--- config.mk ---
export PLATFORM = sky130hd
export DESIGN_NAME = membus_master_flat
export DESIGN_NICKNAME = d
export VERILOG_FILES = /design/src/rtl/membus_master_if.sv /design/src/rtl/membus_master.sv /design/src/flat_wrapper.sv
export SDC_FILE = /design/constraint.sdc
export NUM_CORES = 1
export LEC_CHECK = 0
export ABC_AREA = 1
export CORE_UTILIZATION = 46
export DETAILED_ROUTE_END_ITERATION = 7
export GPL_TIMING_DRIVEN = 1
export PLACE_DENSITY_LB_ADDON = 0.08
export SLEW_MARGIN = 10
export SYNTH_ARGS = -nofsm -noshare
export SYNTH_HDL_FRONTEND = slang
export SYNTH_SLANG_ARGS = --single-unit
--- constraint.sdc ---
create_clock -name clk -period 5.8 [get_ports clk]
set_clock_uncertainty 0.2 [all_clocks]
set_input_delay 1.16 -clock clk [delete_from_list [all_inputs] [get_ports clk]]
set_output_delay 1.16 -clock clk [all_outputs]
set_load 0.02 [all_outputs]
--- src/rtl/membus_master_if.sv ---
// membus_master_if: PDP-6 memory bus signals between one initiator port and a core memory.
// Initiator to memory: rq_cyc, rd_rq, wr_rq, sel[4] (addr bits 18..21), ma[15] (addr bits 21..35),
//   fmc_select, mb_out[36], wr_rs.  Memory to initiator: addr_ack, rd_rs, mb_in[36].
// Bit 0 of the PDP-6 word maps to index 35 here (MSB-first numbering folded onto [N-1:0]).
interface membus_master_if;
  logic        rq_cyc;
  logic        rd_rq;
  logic        wr_rq;
  logic [3:0]  sel;
  logic [14:0] ma;
  logic        fmc_select;
  logic [35:0] mb_out;
  logic        wr_rs;
  logic        addr_ack;
  logic        rd_rs;
  logic [35:0] mb_in;

  modport master (
    output rq_cyc, rd_rq, wr_rq, sel, ma, fmc_select, mb_out, wr_rs,
    input  addr_ack, rd_rs, mb_in
  );

  modport slave (
    input  rq_cyc, rd_rq, wr_rq, sel, ma, fmc_select, mb_out, wr_rs,
    output addr_ack, rd_rs, mb_in
  );
endinterface

--- src/rtl/membus_master.sv ---
// membus_master: turns a local read / write / read-modify-write request into a PDP-6 memory bus
// cycle (rq_cyc -> addr_ack -> rd_rs -> data on MB -> wr_rs) and flags NXM on timeout.
// Ports: clk, reset (sync, active-high); req_i/rd_i/wr_i/fmc_i/addr_i[18]/wdata_i[36]/wdata_strb_i
//   from the client; busy_o, rdata_o[36], rd_done_o, done_o, nxm_o back to it; bus = membus master side.
// addr_i[17] is PDP-6 address bit 18, addr_i[0] is bit 35; sel and ma share address bit 21.
module membus_master #(
  parameter int TMO_CYC = 4000,  // cycles allowed in ADDR or RDWAIT before NXM
  parameter int SETTLE  = 5,     // cycles write data settles on MB before wr_rs
  parameter int RS_W    = 10     // cycles wr_rs is held high
) (
  input  logic            clk,
  input  logic            reset,
  input  logic            req_i,
  input  logic            rd_i,
  input  logic            wr_i,
  input  logic            fmc_i,
  input  logic [17:0]     addr_i,
  input  logic [35:0]     wdata_i,
  input  logic            wdata_strb_i,
  output logic            busy_o,
  output logic [35:0]     rdata_o,
  output logic            rd_done_o,
  output logic            done_o,
  output logic            nxm_o,
  membus_master_if.master bus
);

  localparam int CNT_MAX = (TMO_CYC > SETTLE) ? ((TMO_CYC > RS_W) ? TMO_CYC : RS_W)
                                              : ((SETTLE > RS_W) ? SETTLE : RS_W);
  localparam int CNT_W = $clog2(CNT_MAX + 1);

  localparam logic [CNT_W-1:0] TMO_LAST    = CNT_W'(TMO_CYC - 1);
  localparam logic [CNT_W-1:0] SETTLE_LAST = CNT_W'(SETTLE - 1);
  localparam logic [CNT_W-1:0] RS_LAST     = CNT_W'(RS_W - 1);

  localparam logic [2:0] S_IDLE   = 3'd0;
  localparam logic [2:0] S_ADDR   = 3'd1;
  localparam logic [2:0] S_RDWAIT = 3'd2;
  localparam logic [2:0] S_RMWAIT = 3'd3;
  localparam logic [2:0] S_WRDATA = 3'd4;
  localparam logic [2:0] S_WRRS   = 3'd5;
  localparam logic [2:0] S_FIN    = 3'd6;  // one cycle carrying the done pulse
  localparam logic [2:0] S_ABORT  = 3'd7;  // one cycle carrying the nxm pulse, bus released

  logic [2:0]       state_q, state_d;
  logic [CNT_W-1:0] cnt_q, cnt_d;
  logic [17:0]      addr_q, addr_d;
  logic             fmc_q, fmc_d;
  logic             rd_q, rd_d;
  logic             wr_q, wr_d;
  logic [35:0]      rdata_q, rdata_d;
  logic [35:0]      wdata_q, wdata_d;
  logic             rd_done_q, rd_done_d;
  logic             ack_prev_q, rs_prev_q;

  logic ack_rise, rs_rise;

  // Memory handshakes are multi-cycle pulses; only the rising edge is acted on.
  assign ack_rise = bus.addr_ack & ~ack_prev_q;
  assign rs_rise  = bus.rd_rs & ~rs_prev_q;

  always_comb begin
    state_d   = state_q;
    cnt_d     = cnt_q;
    addr_d    = addr_q;
    fmc_d     = fmc_q;
    rd_d      = rd_q;
    wr_d      = wr_q;
    rdata_d   = rdata_q;
    wdata_d   = wdata_q;
    rd_done_d = 1'b0;

    case (state_q)
      S_IDLE: begin
        if (req_i && (rd_i || wr_i)) begin
          addr_d  = addr_i;
          fmc_d   = fmc_i;
          rd_d    = rd_i;
          wr_d    = wr_i;
          rdata_d = '0;
          cnt_d   = '0;
          state_d = S_ADDR;
        end
      end

      S_ADDR: begin
        if (ack_rise) begin
          cnt_d = '0;
          if (rd_q) begin
            state_d = S_RDWAIT;
          end else begin
            wdata_d = wdata_i;
            state_d = S_WRDATA;
          end
        end else if (cnt_q == TMO_LAST) begin
          state_d = S_ABORT;
        end else begin
          cnt_d = cnt_q + CNT_W'(1);
        end
      end

      S_RDWAIT: begin
        // MB is a wired-OR; accumulate like the PDP-6 MB register so partial strobes add up.
        rdata_d = rdata_q | bus.mb_in;
        if (rs_rise) begin
          rd_done_d = 1'b1;
          state_d   = wr_q ? S_RMWAIT : S_FIN;
        end else if (cnt_q == TMO_LAST) begin
          state_d = S_ABORT;
        end else begin
          cnt_d = cnt_q + CNT_W'(1);
        end
      end

      S_RMWAIT: begin
        // The memory is parked waiting for wr_rs, so there is no timeout here.
        if (wdata_strb_i) begin
          wdata_d = wdata_i;
          cnt_d   = '0;
          state_d = S_WRDATA;
        end
      end

      S_WRDATA: begin
        if (cnt_q == SETTLE_LAST) begin
          cnt_d   = '0;
          state_d = S_WRRS;
        end else begin
          cnt_d = cnt_q + CNT_W'(1);
        end
      end

      S_WRRS: begin
        if (cnt_q == RS_LAST) begin
          cnt_d   = '0;
          state_d = S_FIN;
        end else begin
          cnt_d = cnt_q + CNT_W'(1);
        end
      end

      S_FIN, S_ABORT: begin
        state_d = S_IDLE;
      end

      default: begin
        state_d = S_IDLE;
      end
    endcase
  end

  always_ff @(posedge clk) begin
    if (reset) begin
      state_q    <= S_IDLE;
      cnt_q      <= '0;
      addr_q     <= '0;
      fmc_q      <= 1'b0;
      rd_q       <= 1'b0;
      wr_q       <= 1'b0;
      rdata_q    <= '0;
      wdata_q    <= '0;
      rd_done_q  <= 1'b0;
      ack_prev_q <= 1'b0;
      rs_prev_q  <= 1'b0;
    end else begin
      state_q    <= state_d;
      cnt_q      <= cnt_d;
      addr_q     <= addr_d;
      fmc_q      <= fmc_d;
      rd_q       <= rd_d;
      wr_q       <= wr_d;
      rdata_q    <= rdata_d;
      wdata_q    <= wdata_d;
      rd_done_q  <= rd_done_d;
      ack_prev_q <= bus.addr_ack;
      rs_prev_q  <= bus.rd_rs;
    end
  end

  // Address/fmc are presented for the whole cycle but withdrawn in IDLE and on NXM abort.
  logic on_bus;
  assign on_bus = (state_q != S_IDLE) && (state_q != S_ABORT);

  assign bus.rq_cyc     = (state_q == S_ADDR);
  assign bus.rd_rq      = (state_q == S_ADDR) & rd_q;
  assign bus.wr_rq      = (state_q == S_ADDR) & wr_q;
  assign bus.sel        = on_bus ? addr_q[17:14] : 4'd0;
  assign bus.ma         = on_bus ? addr_q[14:0] : 15'd0;
  assign bus.fmc_select = on_bus & fmc_q;
  // MB is zero outside the write phases so the memory always sees a clean 0 -> data transition.
  assign bus.mb_out     = ((state_q == S_WRDATA) || (state_q == S_WRRS)) ? wdata_q : 36'd0;
  assign bus.wr_rs      = (state_q == S_WRRS);

  assign busy_o    = (state_q != S_IDLE);
  assign rdata_o   = rdata_q;
  assign rd_done_o = rd_done_q;
  assign done_o    = (state_q == S_FIN);
  assign nxm_o     = (state_q == S_ABORT);

endmodule

--- src/flat_wrapper.sv ---
// flat-port wrapper written by rule: the top's interface ports become plain ports
module membus_master_flat 
#(
  parameter int TMO_CYC = 4000,                                                
  parameter int SETTLE  = 5,                                                    
  parameter int RS_W    = 10                                 
)
  (clk, reset, req_i, rd_i, wr_i, fmc_i, addr_i, wdata_i, wdata_strb_i, busy_o, rdata_o, rd_done_o, done_o, nxm_o, bus_rq_cyc, bus_rd_rq, bus_wr_rq, bus_sel, bus_ma, bus_fmc_select, bus_mb_out, bus_wr_rs, bus_addr_ack, bus_rd_rs, bus_mb_in);
  membus_master_if bus_i ();
  input  logic clk;
  input  logic reset;
  input  logic req_i;
  input  logic rd_i;
  input  logic wr_i;
  input  logic fmc_i;
  input  logic [17:0] addr_i;
  input  logic [35:0] wdata_i;
  input  logic wdata_strb_i;
  output logic busy_o;
  output logic [35:0] rdata_o;
  output logic rd_done_o;
  output logic done_o;
  output logic nxm_o;
  output wire logic [$bits(bus_i.rq_cyc)-1:0] bus_rq_cyc;
  output wire logic [$bits(bus_i.rd_rq)-1:0] bus_rd_rq;
  output wire logic [$bits(bus_i.wr_rq)-1:0] bus_wr_rq;
  output wire logic [$bits(bus_i.sel)-1:0] bus_sel;
  output wire logic [$bits(bus_i.ma)-1:0] bus_ma;
  output wire logic [$bits(bus_i.fmc_select)-1:0] bus_fmc_select;
  output wire logic [$bits(bus_i.mb_out)-1:0] bus_mb_out;
  output wire logic [$bits(bus_i.wr_rs)-1:0] bus_wr_rs;
  input wire logic [$bits(bus_i.addr_ack)-1:0] bus_addr_ack;
  input wire logic [$bits(bus_i.rd_rs)-1:0] bus_rd_rs;
  input wire logic [$bits(bus_i.mb_in)-1:0] bus_mb_in;
  assign bus_rq_cyc = bus_i.rq_cyc;
  assign bus_rd_rq = bus_i.rd_rq;
  assign bus_wr_rq = bus_i.wr_rq;
  assign bus_sel = bus_i.sel;
  assign bus_ma = bus_i.ma;
  assign bus_fmc_select = bus_i.fmc_select;
  assign bus_mb_out = bus_i.mb_out;
  assign bus_wr_rs = bus_i.wr_rs;
  assign bus_i.addr_ack = bus_addr_ack;
  assign bus_i.rd_rs = bus_rd_rs;
  assign bus_i.mb_in = bus_mb_in;
  membus_master #(.TMO_CYC(TMO_CYC), .SETTLE(SETTLE), .RS_W(RS_W)) u_core (.clk(clk), .reset(reset), .req_i(req_i), .rd_i(rd_i), .wr_i(wr_i), .fmc_i(fmc_i), .addr_i(addr_i), .wdata_i(wdata_i), .wdata_strb_i(wdata_strb_i), .busy_o(busy_o), .rdata_o(rdata_o), .rd_done_o(rd_done_o), .done_o(done_o), .nxm_o(nxm_o), .bus(bus_i));
endmodule
==> run metrics, run 1 <==
I/O Pins 199; DRC 0; critical-path maximum fanout 19; worst slew pin tran 0.995 ns; row count 36; CP Capture Type output port; ranking of synthesized cells by area dfxtp_1 (47%), a21oi_1 (11%), nor2_1 (9.8%), inv_1 (6.2%), o21ai_1 (4.0%); CP startpoint kind flop; Yosys top cell area share 46.6%; sequential share of the synthesized area 46.6%; Peak Freq 257 MHz; Top Family by Delay on Critical Path compound AO/OA/AOI/OAI gates; GP Congestion 0.859; Detail Route Antenna Nets 0; H-tree depth 3; final setup fails 0; largest net degree at the start of global routing 73; number of synthesized flops with an enable pin 0; routed wl met2 6810 µm; TritonCTS buffer count 9; CP Buf/Inv Count 1; Root Buffer clkbuf_8; Placeable Area 0.00991 mm²; vias 4699; DR pass1 iterations 4; DR vias/cell 4.91; largest area contributor in the netlist dfxtp_1; nets 921; post-route minimum period 3.89 ns; CTS Sinks 111; crit path cell chain nand2_1, o21ai_2, nor2_1, clkdlybuf4s50_1; period utilization 67.1%; Critical Path RT 4.44 ns; # hold bufs at CTS 0; Worst path max stage delay 0.63 ns; Top Layer Used met4; DRT Wirelength 13300 µm; chip width 104 µm; # resized after CTS 0; wire per inst 13.9 µm; non-filler cells, final 957; Fin Setup TNS 0 ns; Setup CP Type flop to output port; filler cell count 823; maxcap violations 0; CP max stage cell o21ai_2; top_reg_cell synth dfxtp_1; HPWL after detailed placement 9840 µm; share of layout cells above drive strength 1 6.80%; Slew HR 33.5%; worst IR drop on VDD 0.000255 V; Clock Latency Late Sink 0.37 ns; Clk pin slew, worst setup/hold paths 0.10 ns; Die Ht 104 µm; initial core utilization 48.1%; die area 0.0108 mm²; power per cell area 393 mW/mm²; total track usage 24.6%; Starting DRT DRC Count 188; synth unique cells 38; DR WL met3 1070 µm; postcts setup bufs 0; Mean Syn Cell Area 7.43 µm²; WHS 0.260 ns; syn_nets 743; synth warn 0; vias in the first global route 4621; status complete, no violations; Hold Vio Cnt, Final 0; CTS tree done; Lkg Pwr 0.00257 µW; path category of the worst min-delay check flop to flop; Post-synth ARST share 0%; synthesized area 0.00477 mm²; Pins Over Slew Limit 0; FF+latch count, synth 111; initial antenna violation count 0; GRT overflow 0; # placed instances 941; Synth Instances 641; RSZ-0062 raised after global routing no; worst-case clock buffer depth 2; IO Port Bufs 198; met1 wire length 5170 µm; n_diodes 0; Critical Path AT 2.53 ns; first-pass GRT wire length 21600 µm; area grow syn2layout 45.9%
## cells in the final DEF (no fill, tap or decap), drive strengths merged, types with 3 or more instances in the layout
cell,count
a21oi,110
clkbuf,10
clkdlybuf4s50,198
clkinv,3
dfxtp,111
ha,3
inv,89
nand2,56
nand3,26
nor2,135
o21ai,65
## registers in the layout (all words and copies together) (netlist names)
name / cells
u_core.rdata_o: 36
u_core.wdata_q: 36
u_core.addr_q: 18
u_core.cnt_q: 12
u_core.state_q: 3
u_core.ack_prev_q: 1
u_core.fmc_q: 1
u_core.rd_done_o: 1
u_core.rd_q: 1
u_core.rs_prev_q: 1
u_core.wr_q: 1
## final cells by class
| cell class | instances | area, µm² | area share [%] |
|---|---|---|---|
| clock buffer | 10 | 138 | 1.98 |
| timing repair buffer | 200 | 2000 | 28.7 |
| sequential | 111 | 2220 | 31.9 |
| clock inverter | 6 | 83.8 | 1.21 |
| tap | 133 | 166 | 2.39 |
| inverter | 87 | 332 | 4.77 |
| multi-input combinational | 410 | 2020 | 29.0 |
## worst reg2reg max path: cells and delay by family, from the launching register on
| family | cells | cell delay [ns] |
|---|---|---|
| buf+inv | 3 | 0.66 |
| simple gates | 5 | 0.98 |
| flops | 1 | 0.51 |
## cell families after synthesis
| kind of cell | count (synthesis) | share of synthesized area [%] |
|---|---|---|
| compound gates | 180 | 20.1 |
| xor+xnor | 3 | 0.551 |
| buf+inv | 120 | 11.1 |
| simple gates | 224 | 20.9 |
| flops | 111 | 46.6 |
| fa+ha+maj | 3 | 0.788 |
## routing by layer
layer	vias to the layer above	GRT usage, %
met4	0	7.55
met3	18	8.81
met2	142	44.8
li1	2408	-
met1	2131	26.6
met5	-	0
## worst paths after layout
check | startpoint | to | slack (ns) | depth (start not counted)
worst max-delay path | u_core.state_q[2]$_SDFFE_PP0P_ | bus_ma[10] | 1.91 | 4
worst min-delay path | u_core.wdata_q[8]$_SDFFE_PP0P_ | u_core.wdata_q[8]$_SDFFE_PP0P_ | 0.26 | 2
worst max register to register | u_core.state_q[0]$_SDFFE_PP0P_ | u_core.rdata_o[11]$_SDFFE_PP0P_ | 3.37 | 8
worst min register to register | u_core.wdata_q[8]$_SDFFE_PP0P_ | u_core.wdata_q[8]$_SDFFE_PP0P_ | 0.26 | 2
## metrics by stage
| step | cell area, µm² | setup slack [ns] | util, % | total power, µW |
|---|---|---|---|---|
| 3_3_place_gp | 6730 | 2.36 | 68.0 | 2210 |
| 4_1_cts | 6960 | 1.88 | 70.2 | 2750 |
| 3_5_place_dp | 6730 | 2.22 | 68.0 | 2250 |
| 5_1_grt | 6960 | 1.75 | 70.2 | 2920 |
| 2_1_floorplan | 4770 | 2.77 | - | 1900 |
| 6_report | 6960 | 1.91 | 70.2 | 2740 |
## Yosys cell counts (6+ instances only)
master and n:
buf_2 12, nand2_2 7, nor2_1 125, clkbuf_1 9, o21ai_0 24, buf_6 6, dfxtp_1 111, inv_1 79
nand3_1 22, nand2_1 48, o21ai_1 38, a21oi_1 106, nor2_2 6
## power by group
part           total, µW  leakage (µW)  internal [µW]  switching [µW]
logic               1190       0.00155            444             749
registers           1040      0.000907            956            80.3
clock network        506      0.000113            223             283
total               2740       0.00257           1620            1110
(Power assumes the default switching activity.)
==> run 2, diff against run 1 <==
Settings changed: CORE_UTILIZATION 46 to 39.
Clock period 5.8 ns to 3.2 ns, I/O delays scaled along.
==> run metrics, run 2 (synthesized netlist as in run 1, its figures left out) <==
I/O Pins 199 (unchanged); worst r2r src u_core.state_q[2]$_SDFFE_PP0P_; worst IR drop on VDD 0.000371 V (+45%); H-tree depth 3 (unchanged); Placeable Area 0.0120 mm² (+21%); crit path to bus_sel[0]; area grow syn2layout 49.4%; Setup CP Type flop to output port; most common cell after layout, fill and taps aside clkdlybuf4s50_1; TritonCTS buffer count 9 (unchanged); first-pass GRT wire length 21300 µm (-1.4%); vias 4666 (-0.70%); worst-case clock buffer depth 2 (unchanged); initial antenna violation count 0 (unchanged); Critical Path RT 2.36 ns (-2.08 ns); DRC 0 (unchanged); FF/Latch Area 0.00222 mm² (unchanged); Clk pwr share 21.2% (+2.7 points); post-route minimum period 3.05 ns; HPWL after detailed placement 9580 µm (-2.6%); filler cell count 1134 (+38%); Die Ht 113 µm (+8.4%); n_diodes 0 (unchanged); Detail Route Antenna Nets 0 (unchanged); nets 929 (+0.87%); total track usage 21.0% (-3.6 points); Sw Pwr 2000 µW (+79%); Hold Crit Start u_core.wdata_q[27]$_SDFFE_PP0P_; die area 0.0127 mm² (+18%); row count 40 (+11%); Slew HR 54.5% (+21 points); CP Capture Type output port; R2R setup slack 1.08 ns (-2.29 ns); largest net degree at the start of global routing 73 (unchanged); Tot Pwr 5220 µW (+91%); # placed instances 962 (+2.2%); Fin Setup TNS 0 ns (unchanged); GRT overflow 0 (unchanged); Hold Vio Cnt, Final 0 (unchanged); initial core utilization 39.8% (-8.3 points); chip width 113 µm (+8.4%); Logic pwr share 42.9% (-0.7 points); Root Buffer clkbuf_16; maxcap violations 0 (unchanged); path category of the worst min-delay check flop to flop; RSZ-0062 raised after global routing no; cells on worst reg2reg path 7 (-1); power per cell area 733 mW/mm² (+86%); Clock Latency Late Sink 0.34 ns (-0.03 ns); Starting DRT DRC Count 262 (+39%); Peak Freq 328 MHz; GP Congestion 0.864 (+0.54%); DRT Wirelength 13100 µm (-1.9%); share of layout cells above drive strength 1 7.34% (+0.54 points); Pins Over Slew Limit 0 (unchanged); R2R Path End u_core.wdata_q[35]$_SDFFE_PP0P_; Multi-input gate area 0.00202 mm² (+0.37%); Internal 3230 µW (+99%); CTS Sinks 111 (unchanged); wire per inst 13.3 µm (-4.0%); DR pass1 iterations 6 (+2); crit path from u_core.state_q[0]$_SDFFE_PP0P_; vias in the first global route 4454 (-3.6%); Sequential Power Share 35.9% (-2.0 points); Critical Path AT 2.21 ns (-0.32 ns); worst slew pin tran 0.683 ns (-0.312 ns); Lkg Pwr 0.00265 µW (+2.9%); Sw Share 38.2% (-2.5 points); status complete, no violations; period utilization 95.4%; CP startpoint kind flop; final setup fails 0 (unchanged); IO Port Bufs 198 (unchanged); DR vias/cell 4.77 (-2.8%); non-filler cells, final 978 (+2.2%); CTS tree done; Clk pin slew, worst setup/hold paths 0.07 ns (-0.03 ns); commonest cells after routing, fill and taps aside clkdlybuf4s50_1 (198), nor2_1 (125), dfxtp_1 (111); critical-path maximum fanout 19 (unchanged)
[run 2: worst min-delay path by stage]
| stage | endpoint | slack, ns | depth (start not counted) |
|---|---|---|---|
| 5_1_grt | u_core.wdata_q[9]$_SDFFE_PP0P_ | 0.27 | 2 |
| 3_5_place_dp | u_core.addr_q[17]$_SDFFE_PP0P_ | 0.25 | 2 |
| 6_report | u_core.wdata_q[27]$_SDFFE_PP0P_ | 0.25 | 2 |
| 3_3_place_gp | u_core.wdata_q[29]$_SDFFE_PP0P_ | 0.24 | 2 |
| 2_1_floorplan | u_core.addr_q[10]$_SDFFE_PP0P_ | 0.23 | 2 |
| 4_1_cts | u_core.addr_q[17]$_SDFFE_PP0P_ | 0.26 | 2 |
[run 2: worst max-delay path, cell delays in order (launching register included)]
cell and delay [ns]:
dfxtp_1 0.51, inv_4 0.12, nand2_2 0.11, nor2_4 0.05, inv_2 0.10, o21ai_4 0.07, buf_12 0.15, nor2_1 0.12
clkdlybuf4s50_1 0.62
[run 2: layout make-up]
| type | instances | area share, % |
|---|---|---|
| flip-flops and latches | 111 | 31.2 |
| clock inverters | 3 | 0.615 |
| clock buffers | 12 | 3.46 |
| well taps | 147 | 2.58 |
| multi-input cells | 410 | 28.4 |
| repair buffers | 208 | 29.1 |
| inverters | 87 | 4.66 |
[run 2: power by group through the flow]
stage                     registers [µW]  clock network, µW  logic, µW
final                               1870               1110       2240
after global routing                1910               1200       2480
after CTS                           1880               1150       2210
after detailed placement            1900                  0       2200
after global placement              1890                  0       2150
after floorplan                     1950                  0       1490
[run 2: timing repair]
item / in CTS / in global routing
gates resized for setup: 1 / 0
pin swaps: 0 / 1
setup buffers: 0 / 1
endpoints found under the setup margin: 20 / 20
hold buffers: 0 / 0
[run 2: per-stage QoR]
step | util, % | area [µm²] | setup slack [ns] | hold slack [ns]
final | 59.5 | 7120 | 0.147 | 0.255
after global placement | 56.9 | 6800 | 0.327 | 0.238
after CTS | 59.4 | 7100 | 0.0498 | 0.256
after global routing | 59.5 | 7120 | 0.00484 | 0.271
after detailed placement | 56.9 | 6800 | 0.254 | 0.245
after floorplan | - | 4770 | 0.693 | 0.230
[run 2: per-layer routing]
metal | wire, µm | track usage [%] | vias up
met1 | 5420 | 24.5 | 2103
met5 | 0 | 0 | -
li1 | - | - | 2417
met2 | 6280 | 35.4 | 129
met3 | 1090 | 7.51 | 17
met4 | 260 | 7.73 | 0
==> run 3, diff against run 2 <==
Settings changed: CORE_UTILIZATION 39 to 50, DONT_BUFFER_PORTS set to 1, PLACE_DENSITY set to 0.65, PLACE_DENSITY_LB_ADDON 0.08 to unset.
==> run metrics, run 3 (synthesized netlist as in run 1, its figures left out) <==
status complete, no violations; Placeable Area 0.00924 mm² (-23%); H-tree depth 3 (unchanged); # hold bufs at CTS 0 (unchanged); WHS 0.132 ns (-0.123 ns); DR vias/cell 5.14 (+7.8%); CTS tree done; HPWL after detailed placement 7730 µm (-19%); share of layout cells above drive strength 1 9.37% (+2.0 points); Clk pin slew, worst setup/hold paths 0.12 ns (+0.05 ns); Final WS setup 0.289 ns (+0.142 ns); IO Port Bufs 0 (-100%); Die Ht 99.6 µm (-11%); worst r2r src u_core.state_q[2]$_SDFFE_PP0P_; Lkg Pwr 0.00185 µW (-30%); CP startpoint kind flop; final instance area 0.00497 mm² (-30%); DR pass1 iterations 4 (-2); Layout Utilization 53.8% (-5.7 points); worst slew pin tran 0.751 ns (+0.0684 ns); vias in the first global route 3504 (-21%); wire per inst 14.1 µm (+5.8%); critical-path maximum fanout 19 (unchanged); most common cell after layout, fill and taps aside nor2_1; initial antenna violation count 0 (unchanged); row count 35 (-13%); Detail Route Antenna Nets 0 (unchanged); worst-case clock buffer depth 2 (unchanged); Pins Over Slew Limit 0 (unchanged); Root Buffer clkbuf_8; initial core utilization 51.6% (+12 points); GRT overflow 0 (unchanged); final setup fails 0 (unchanged); Hold Path End u_core.rd_q$_SDFFE_PP0P_; chip width 99.6 µm (-11%); CP Capture Type output port; R2R setup slack 0.71 ns (-0.37 ns); Critical Path AT 2.07 ns (-0.14 ns); Hold Vio Cnt, Final 0 (unchanged); Slew HR 49.7% (-4.7 points); power per cell area 884 mW/mm² (+21%); CP Depth 4 (-4); RSZ-0062 raised after global routing no; Starting DRT DRC Count 121 (-54%); Clock Latency Late Sink 0.37 ns (+0.03 ns); vias 3902 (-16%); largest net degree at the start of global routing 73 (unchanged); area grow syn2layout 4.31%; n_diodes 0 (unchanged); # resized after CTS 0 (-1); period utilization 91.0% (-4.4 points); die area 0.00993 mm² (-22%); path category of the worst min-delay check input port to flop; CTS Sinks 111 (unchanged); TritonCTS buffer count 9 (unchanged); I/O Pins 199 (unchanged); first-pass GRT wire length 16600 µm (-22%); R2R Path End u_core.cnt_q[1]$_SDFFE_PP0P_; Worst path max stage delay 0.61 ns (about the same); Critical Path RT 2.36 ns (about the same); cells on worst reg2reg path 8 (+1); Setup CP Type flop to output port; nets 727 (-22%); post-route minimum period 2.91 ns (-0.142 ns); Hold Path Stages 1 (-1); crit path cell chain nand2_1, o21ai_2, nor2_1, buf_4; Top Family by Delay on Critical Path compound AO/OA/AOI/OAI gates; DRT Wirelength 10700 µm (-18%); postcts setup bufs 0 (unchanged); CP Buf/Inv Count 1 (-3); pre-CTS WS 0.681 ns (+0.427 ns); commonest cells after routing, fill and taps aside nor2_1 (125), dfxtp_1 (111), a21oi_1 (106); GP Congestion 0.850 (-1.6%); placed cell area 0.00478 mm² (-30%); DRC 0 (unchanged); Fin Setup TNS 0 ns (unchanged); Peak Freq 344 MHz (+4.9%); CP max stage cell o21ai_2; worst IR drop on VDD 0.000424 V (+14%); total track usage 21.1% (+0.13 points); maxcap violations 0 (unchanged); Hold Crit Start reset
-- run 3: changes by cell type in the layout (fill, tap and decap cells not counted), sizes merged --
cell           before  now
bufinv              1    0
inv                85   87
clkinv              4    5
buf                10    6
clkbuf             12   10
clkdlybuf4s50     198    0
clkinvlp            0    1
-- run 3: worst max-delay path by stage --
stage                                         startpoint         end  slack, ns
after floorplan           u_core.state_q[0]$_SDFFE_PP0P_  bus_sel[0]       0.69
after global placement    u_core.state_q[2]$_SDFFE_PP0P_  bus_ma[14]       0.74
after detailed placement  u_core.state_q[2]$_SDFFE_PP0P_  bus_sel[0]       0.68
after CTS                 u_core.state_q[2]$_SDFFE_PP0P_  bus_sel[0]       0.25
after global routing      u_core.state_q[2]$_SDFFE_PP0P_  bus_ma[14]       0.04
final                     u_core.state_q[2]$_SDFFE_PP0P_  bus_sel[0]       0.29
-- run 3: worst reg2reg max path, delay by kind of cell (launching register included) --
family	cells	cell delay, ns
flip-flops	1	0.58
AND/OR/NAND/NOR	8	1.64
-- run 3: through the flow --
| step | power [µW] | cells |
|---|---|---|
| 4_1_cts | 4430 | 759 |
| 5_1_grt | 4720 | 759 |
| 2_1_floorplan | 3440 | 641 |
| 3_3_place_gp | 3580 | 743 |
| 3_5_place_dp | 3620 | 743 |
| 6_report | 4390 | 759 |
-- run 3: cell type report --
class,count,area (µm²)
Multi-Input combinational cell,410,2020
Clock buffer,10,128
Clock inverter,6,66.3
Timing Repair Buffer,6,45.0
Tap cell,129,161
Fill cell,898,4270
Inverter,87,332
Sequential cell,111,2220
-- run 3: power by group --
group	switching (µW)	internal, µW
Sequential	223	1730
Clock	512	305
Combinational	1190	432
Total	1930	2470
-- run 3: layer usage --
layer / routed length (µm) / global-route usage [%] / share of wire (%)
met1: 4590 / 25.7 / 43
met2: 5280 / 35.6 / 49
met3: 654 / 6.75 / 6.1
met4: 199 / 6.67 / 1.9
met5: 0 / 0 / 0
